[config.mk]
export PLATFORM = sky130hd
export DESIGN_NAME = pipelined_cla_addsub
export DESIGN_NICKNAME = d
export VERILOG_FILES = /design/src/rtl/cla_pkg.sv /design/src/rtl/pipelined_cla_addsub_block.sv /design/src/rtl/pipelined_cla_addsub.sv
export SDC_FILE = /design/constraint.sdc
export NUM_CORES = 1
export LEC_CHECK = 0
export CORE_UTILIZATION = 50
export DETAILED_ROUTE_END_ITERATION = 12
export PLACE_DENSITY = 0.84
export SLEW_MARGIN = 20
export SYNTH_ARGS = -nofsm -noshare
export SYNTH_HDL_FRONTEND = slang
export SYNTH_SLANG_ARGS = --single-unit
[constraint.sdc]
create_clock -name clk -period 3.6 [get_ports clk]
set_input_delay 0.72 -clock clk [delete_from_list [all_inputs] [get_ports clk]]
set_output_delay 0.72 -clock clk [all_outputs]
set_load 0.005 [all_outputs]
[src/rtl/cla_pkg.sv]
// rtl/cla_pkg.sv - shared sizing helpers and stage payload for the pipelined CLA
package cla_pkg;

  // Widest operand a stage payload can carry; unused upper bits stay zero.
  localparam int CLA_MAX_WIDTH = 256;

  function automatic int cla_block_width(input int width, input int stages);
    return width / stages;
  endfunction

  function automatic bit cla_params_ok(input int width, input int stages);
    return (stages >= 1) && (stages <= width) && (width % stages == 0) &&
           (width <= CLA_MAX_WIDTH);
  endfunction

  typedef struct packed {
    logic                     valid;
    logic [CLA_MAX_WIDTH-1:0] a_rem;
    logic [CLA_MAX_WIDTH-1:0] b_rem;
    logic [CLA_MAX_WIDTH-1:0] sum_acc;
    logic                     carry;
    logic                     cmsb;
  } cla_stage_t;

endpackage

[src/rtl/pipelined_cla_addsub_block.sv]
// rtl/pipelined_cla_addsub_block.sv - combinational BLOCK-bit generate/propagate lookahead slice
module cla_block #(
  parameter int BLOCK = 8
) (
  input  logic [BLOCK-1:0] a,
  input  logic [BLOCK-1:0] b,
  input  logic             cin,
  output logic [BLOCK-1:0] sum,
  output logic             cout,
  output logic             c_msb
);

  logic [BLOCK-1:0] g;
  logic [BLOCK-1:0] p;
  logic [BLOCK:0]   c;

  assign g = a & b;
  assign p = a | b;

  always_comb begin
    c    = '0;
    c[0] = cin;
    for (int i = 0; i < BLOCK; i++) begin
      c[i+1] = g[i] | (p[i] & c[i]);
    end
  end

  assign sum   = a ^ b ^ c[BLOCK-1:0];
  assign cout  = c[BLOCK];
  assign c_msb = c[BLOCK-1];

endmodule

[src/rtl/pipelined_cla_addsub.sv]
// rtl/pipelined_cla_addsub.sv - STAGES-deep pipelined carry-lookahead adder/subtractor with handshake
module pipelined_cla_addsub
  import cla_pkg::*;
#(
  parameter int WIDTH  = 32,
  parameter int STAGES = 4
) (
  input  logic             clk,
  input  logic             rst_n,
  input  logic             in_valid,
  output logic             in_ready,
  input  logic [WIDTH-1:0] A,
  input  logic [WIDTH-1:0] B,
  input  logic             Cin,
  input  logic             Sub,
  output logic             out_valid,
  input  logic             out_ready,
  output logic [WIDTH-1:0] Sum,
  output logic             Cout,
  output logic             Ovf,
  output logic             Zero
);

  localparam int BLOCK = cla_block_width(WIDTH, STAGES);
  localparam int MW    = CLA_MAX_WIDTH;
  localparam logic [MW-1:0] WIDTH_MASK = (MW'(1) << WIDTH) - MW'(1);

  if (!cla_params_ok(WIDTH, STAGES)) begin : g_bad_params
    $error("pipelined_cla_addsub: WIDTH must be a multiple of STAGES, 1 <= STAGES <= WIDTH");
  end

  logic       adv;
  cla_stage_t entry;
  cla_stage_t chain [STAGES+1];

  assign adv      = ~chain[STAGES].valid | out_ready;
  assign in_ready = adv;

  // Idle slots enter as all-zero payloads so bubbles never carry stale operands.
  always_comb begin
    entry       = '0;
    entry.valid = in_valid;
    if (in_valid) begin
      entry.a_rem = MW'(A);
      entry.b_rem = MW'(Sub ? ~B : B);
      entry.carry = Sub | Cin;
    end
  end

  assign chain[0] = entry;

  for (genvar k = 0; k < STAGES; k++) begin : g_stage
    localparam int LO = k * BLOCK;
    localparam logic [MW-1:0] KEEP = WIDTH_MASK & ~((MW'(1) << (LO + BLOCK)) - MW'(1));

    logic [BLOCK-1:0] blk_sum;
    logic             blk_cout;
    logic             blk_cmsb;
    cla_stage_t       nxt;
    cla_stage_t       q;

    cla_block #(.BLOCK(BLOCK)) u_blk (
      .a    (chain[k].a_rem[LO +: BLOCK]),
      .b    (chain[k].b_rem[LO +: BLOCK]),
      .cin  (chain[k].carry),
      .sum  (blk_sum),
      .cout (blk_cout),
      .c_msb(blk_cmsb)
    );

    // Consumed operand slices are cleared so only the unprocessed skew remains live.
    always_comb begin
      nxt                   = chain[k];
      nxt.a_rem             = chain[k].a_rem & KEEP;
      nxt.b_rem             = chain[k].b_rem & KEEP;
      nxt.sum_acc[LO +: BLOCK] = blk_sum;
      nxt.carry             = blk_cout;
      nxt.cmsb              = blk_cmsb;
    end

    always_ff @(posedge clk or negedge rst_n) begin
      if (!rst_n) begin
        q <= '0;
      end else if (adv) begin
        q <= nxt;
      end
    end

    assign chain[k+1] = q;
  end

  assign out_valid = chain[STAGES].valid;
  assign Sum       = chain[STAGES].sum_acc[WIDTH-1:0];
  assign Cout      = chain[STAGES].carry;
  assign Ovf       = chain[STAGES].cmsb ^ chain[STAGES].carry;
  assign Zero      = ~|chain[STAGES].sum_acc;

endmodule

Word-level counts from Yosys, hierarchy flattened
Index checks and enable logic that the tools add are counted.
{ "word_totals": {"ff_bits": 185, "latch_bits": 0, "mem_bits_rw": 0, "rom_bits": 0, "in_bits": 70, "output_inout_bits": 37, "wordCells": 109, "n_memories": 0} }
{ "classes": {"n_addsub": 0, "mul": 0, "n_div": 0, "n_lt_le_gt_ge": 0, "eq_ne": 0, "shift": 0, "n_mux": 3, "bitwise_logic": 85, "n_reduce_logical": 2} }
{ "op_table": {"columns": ["cell", "n"], "rows": [
  ["288-bit 2-to-1 mux", 1],
  ["256-bit 2-to-1 mux", 1],
  ["32-bit NOT with 256-bit output", 1],
  ["8-bit bitwise XOR", 8],
  ["1-bit bitwise OR", 34],
  ["1-bit bitwise AND", 32],
  ["8-bit bitwise AND", 4],
  ["8-bit bitwise OR", 4],
  ["32-bit OR reduction", 1],
  ["1-bit logical NOT", 1],
  ["1-bit 2-to-1 mux", 1],
  ["1-bit NOT", 1],
  ["1-bit bitwise XOR", 1]
]} }

Logic depth before layout (Yosys ltp)
{ "depth": {"depth_word": 20, "depth_mapped": 15, "mapped_depth_nobuf": 14} }

By module
A second synthesis with hierarchy kept.
{ "hier_totals": {"hier_cells": 929, "area_unflattened_um2": 8508.2} }
{ "by_module_without_submodules": {"columns": ["module", "instances", "cells_per_inst", "area_per_inst_um2", "seq_area_each_um2"], "rows": [
  ["pipelined_cla_addsub", 1, 857, 7717.4, 4629.4],
  ["cla_block", 4, 18, 197.7, 0.0]
]} }

Least setup slack after synthesis
Ideal clock, no wire load.
{ "synth_timing": {"path_kind": "input to register", "from": "in Sub", "to": "reg g_stage[0].q (netlist bit chain[2322])", "setup_time_ns": 0.073, "arrival_ns": 4.730, "required_time_ns": 3.527, "path_slack_ns": -1.203, "stages": 15, "path_buffers": 2, "path_cell_list": "buf_4 > buf_4 > o21a_1 > fa_1 > fa_1 > fa_1 > fa_1 > fa_1 > inv_1 > fa_1 > inv_1 > fa_1 > inv_1 > fa_1 > a21oi_2"} }
{ "synth_via": {"elab_chain_cells": 18, "elab_cells_between_ends": 22, "classes_between": "3 x mux; 19 x bitwise"} }
{ "synth_lines": {"columns": ["item", "line", "text"], "rows": [
  ["from (decl)", "pipelined_cla_addsub.sv:15", "input logic Sub,"],
  ["256-bit 2-to-1 mux", "pipelined_cla_addsub.sv:45", "entry.b_rem = MW'(Sub ? ~B : B);"],
  ["288-bit 2-to-1 mux", "pipelined_cla_addsub.sv:43", "if (in_valid) begin"],
  ["8-bit bitwise OR", "pipelined_cla_addsub_block.sv:18", "assign p = a | b;"],
  ["1-bit bitwise AND", "pipelined_cla_addsub_block.sv:24", "c[i+1] = g[i] | (p[i] & c[i]);"],
  ["1-bit bitwise OR", "pipelined_cla_addsub_block.sv:24", null],
  ["1-bit bitwise AND", "pipelined_cla_addsub_block.sv:24", null],
  ["1-bit bitwise OR", "pipelined_cla_addsub_block.sv:24", null],
  ["1-bit bitwise AND", "pipelined_cla_addsub_block.sv:24", null],
  ["[... 2 more ...]", null, null],
  ["1-bit bitwise OR", "pipelined_cla_addsub_block.sv:24", null],
  ["1-bit bitwise AND", "pipelined_cla_addsub_block.sv:24", null],
  ["1-bit bitwise OR", "pipelined_cla_addsub_block.sv:24", null],
  ["1-bit bitwise AND", "pipelined_cla_addsub_block.sv:24", null],
  ["1-bit bitwise OR", "pipelined_cla_addsub_block.sv:24", null],
  ["1-bit bitwise AND", "pipelined_cla_addsub_block.sv:24", null],
  ["1-bit bitwise OR", "pipelined_cla_addsub_block.sv:24", null],
  ["8-bit bitwise XOR (*)", "pipelined_cla_addsub_block.sv:28", "assign sum = a ^ b ^ c[BLOCK-1:0];"],
  ["to (signal assigned)", "pipelined_cla_addsub.sv:85", "q <= nxt;"],
  ["to (decl)", "pipelined_cla_addsub.sv:60", "cla_stage_t q;"]
]} }
Every way passes the cells marked *; elsewhere a longest branch is shown, timed or not.
A chain may end at the register's enable or synchronous reset.

Final worst setup path
Ends and elaborated chain as after synthesis.

==> flow_summary_export.csv <==
group,metric,value,unit
status,status,"complete, but fails checks",
status,violated_checks,"negative setup slack",
global_routing,first_global_vias,5558,
critical_path,worst_r2r_endpoint,"Sum[31]",
power_and_ir_drop,fin_total_pwr,7.53,mW
critical_path,crit_path_max_fanout,4,
final_layout,num_antenna_cells,0,
drt,routed_wire_length_per_instance,13.4,um
critical_path,timing.reg2reg.setup_slack,0.15,ns
critical_path,rr_startpoint,"chain[772]",
synthesis,synth_compound_gate_area_share,4.35,%
floorplanning,site_rows,47,
floorplanning,start_util,51.1,%
final_layout,synthesis_to_finish_area_growth,18.1,%
clock_network,clock_sinks,185,
global_routing,grt_remaining_overflow,0,
floorplanning,design.core.area,16600,um2
min_path,hold_class,"in2async",
sta,final_critical_path_setup_slack,-0.129,ns
power_and_ir_drop,ir_worst_vdd,0.459,mV
floorplanning,die-width,132,um
synthesis,largest_family_of_logic_cells_by_synthesized_area,"simple AND/OR/NAND/NOR gates",
sta,final.period_utilization,104,%
floorplanning,die_y,132,um
power_and_ir_drop,power_leakage,4.88,nW
drt,postRouteWirelength,15.7,mm
clock_network,htreeDepth,4,
final_layout,nNetsFinal,1043,
placed_design,hpwlAfterDp,10.6,mm
synthesis,synth.yosys.warnings,0,
final_layout,final-instance-count-excl-fill,1174,
critical_path,crit_arrival,4.09,ns
synthesis,synthesis.nets,989,
clock_network,tritoncts.num_buffers,17,
drt,route.vias.total,5625,
critical_path,timing.critical_path.to,"chain[2322]",
clock_network,worst_setup_hold_path_clk_slew,0.07,ns
clock_network,postCtsHoldBufs,0,
synthesis,seq_area_frac_synth,54.6,%
final_layout,fin_util,60.4,%
global_routing,antenna_found_initial,0,
clock_network,tritoncts,"yes",
critical_path,crit_path_start,"Sub",
sta,report.final.setup_viol,1,
critical_path,cp-end-kind,"register",
sta,fin_skew,0.00551,ns
global_routing,largest_net_degree_at_the_start_of_global_routing,150,
global_routing,global_route_wire_length_before_repair,27.1,mm
critical_path,ff2ff_path_depth,14,
clock_network,post-cts-setup-buffers,0,
power_and_ir_drop,power_per_cell_area,752,nW/um2
sta,relSlewSlack,45.3,%
placed_design,place.detailed.instances,1142,
synthesis,postSynthCellCount,887,
synthesis,post_synth_and_or_nand_nor_area_fraction,21.9,%
sta,fin_crit,3.73,ns
flow_run,maxCapViolations,0,
global_routing,grt_usage,19.8,%
clock_network,cts-root-to-sink-buffers,2,
synthesis,ys_ff_latch,185,
sta,slew_at_the_pin_closest_to_its_max_slew_limit,0.821,ns
sta,timing_hold_violations_final,0,
floorplanning,floorplan.io_pins,107,
drt,initial_drt_pass_iterations,5,
synthesis,synth.area.mux_share,0,%
critical_path,start_kind,"input port",
clock_network,cts.root.buffer_cell,"clkbuf_16",
placed_design,port_buffers,106,
sta,fmaxAchievable,0.268,GHz
floorplanning,floorplan_die_area,17500,um2
drt,detail_route.drc_violations,0,
final_layout,num-fill-cells,1380,
synthesis,yosys.area_share.adder,7.56,%
synthesis,yosys.area_share.xor_xnor,3.41,%
drt,dr_iter_0_viols,507,
clock_network,worstSkewPairLatency,0.43,ns
drt,viasPerCell,4.79,
critical_path,data_required_time_at_the_worst_endpoint,3.96,ns
critical_path,timing.setup.critical_path_class,"in2reg",
final_layout,post-route-cell-area,10000,um2
sta,rsz_0062_raised_after_global_routing,"yes",
sta,timing_max_transition_violations_final,0,
sta,fin_tns_setup,-0.129,ns
placed_design,placedInstanceArea,9360,um2
synthesis,summed_instance_area_of_the_synthesized_netlist,8480,um2
drt,postRouteAntennaNets,0,
synthesis,count_of_unique_library_cells_instantiated_by_yosys,25,
synthesis,avgSynthCellArea,9.56,um2
final_layout,final_layout_size_suffix_gt1_share,9.01,%
placed_design,routabilityCongestion,0.845,
==> report_power, final <==
group / internal, mW / switching (mW)
Sequential: 2.86 / 0.484
Clock: 1.14 / 0.803
Combinational: 1.03 / 1.22
Total: 5.02 / 2.50
==> layout make-up <==
type	instances	area, um2	area share (%)
Inverter	34	135	1.35
Multi-Input combinational cell	588	3190	31.9
Sequential cell	185	4630	46.3
Tap cell	220	275	2.75
Clock inverter	13	168	1.68
Timing Repair Buffer	115	1160	11.6
Clock buffer	19	453	4.53
==> worst min path at each step <==
stage,startpoint,endpoint,cells after the start
after global placement,chain[1541],chain[1541],2
final,rst_n,chain[783],1
after detailed placement,chain[1541],chain[1541],2
after floorplan,rst_n,Cout,0
after CTS,rst_n,chain[783],1
after global routing,rst_n,chain[783],1
==> routing by layer <==
| metal | share of wire [%] | wire length, um | GRT usage [%] |
|---|---|---|---|
| met2 | 46 | 7200 | 30.6 |
| met3 | 4.4 | 694 | 4.38 |
| met4 | 1.6 | 246 | 7.47 |
| met1 | 48 | 7570 | 27.5 |
| met5 | 0 | 0 | 0 |
==> cell usage after synthesis <==
cell	count	area, um2
inv_1	33	124
xnor2_1	24	210
clkbuf_1	8	30.0
o21a_1	1	7.51
xor2_1	9	78.8
clkbuf_4	1	7.51
fa_1	32	641
nor2b_2	1	8.76
nand2_4	1	11.3
and2_1	12	75.1
o22ai_2	4	50.1
nand2b_1	1	6.26
nor2_1	16	60.1
o21ai_1	11	55.1
buf_2	16	80.1
dfrtp_1	185	4630
nand4_1	2	12.5
buf_4	47	353
o21ai_0	25	125
buf_6	8	90.1
inv_8	1	11.3
nand2_1	402	1510
nand3_1	24	120
nor4_1	8	50.1
a21oi_2	15	131
==> critical path: stages <==
cell and delay (ns):
buf_8 0.11, xor2_1 0.14, and2_4 0.16, fa_2 0.35, fa_2 0.35, fa_2 0.35, fa_2 0.35, fa_2 0.34
inv_2 0.06, fa_2 0.19, inv_2 0.04, fa_2 0.32, inv_2 0.06, fa_1 0.41, a21oi_2 0.13
==> flip-flops by register name (all words and copies together), names as in the netlist <==
name,flops
Sum,32
out_valid,1
Cout,1
chain,151
==> per-stage QoR <==
stage	worst slack (ns)	hold WS, ns
floorplan	-0.478	0.424
global placement	-0.878	0.442
detailed placement	-0.951	0.450
CTS	-0.286	0.314
global route	-0.181	0.339
finish	-0.129	0.283
==> cells by family (layout without fill, tap and decap cells) <==
group / Yosys count / count (layout)
and+or+nand+nor: 467 / 467
adders and majority gates: 32 / 32
AOI/OAI and AO/OA: 56 / 56
DFF: 185 / 185
xor gates and xnor gates: 33 / 33
buffers and inverters: 114 / 181
==> repair_timing <==
item | 4_1_cts | 5_1_grt
resized for setup | 18 | 7
setup endpoints to repair | 5 | 5
pin swaps | 10 | 10
endpoints found under the hold margin | 0 | 0
cloned | 0 | 0
==> layout by cell type (no fill, tap or decap), types with 2 or more instances in the layout <==
cell type        count
nand2_1            402
dfrtp_1            185
clkdlybuf4s50_1    100
inv_1               28
o21ai_0             25
xnor2_1             24
nand3_1             24
fa_1                21
clkbuf_16           17
nor2_1              16
a21oi_2             15
o21ai_1             11
fa_2                11
xor2_1               9
and2_1               9
nor4_1               8
buf_4                7
inv_2                5
o22ai_2              4
and2_4               3
inv_6                3
clkinv_4             3
bufinv_16            3
nand4_1              2
clkinv_2             2
clkinvlp_4           2
clkbuf_8             2
clkdlybuf4s15_1      2
buf_6                2
buf_12               2
Power figures use the tool's default switching activity.
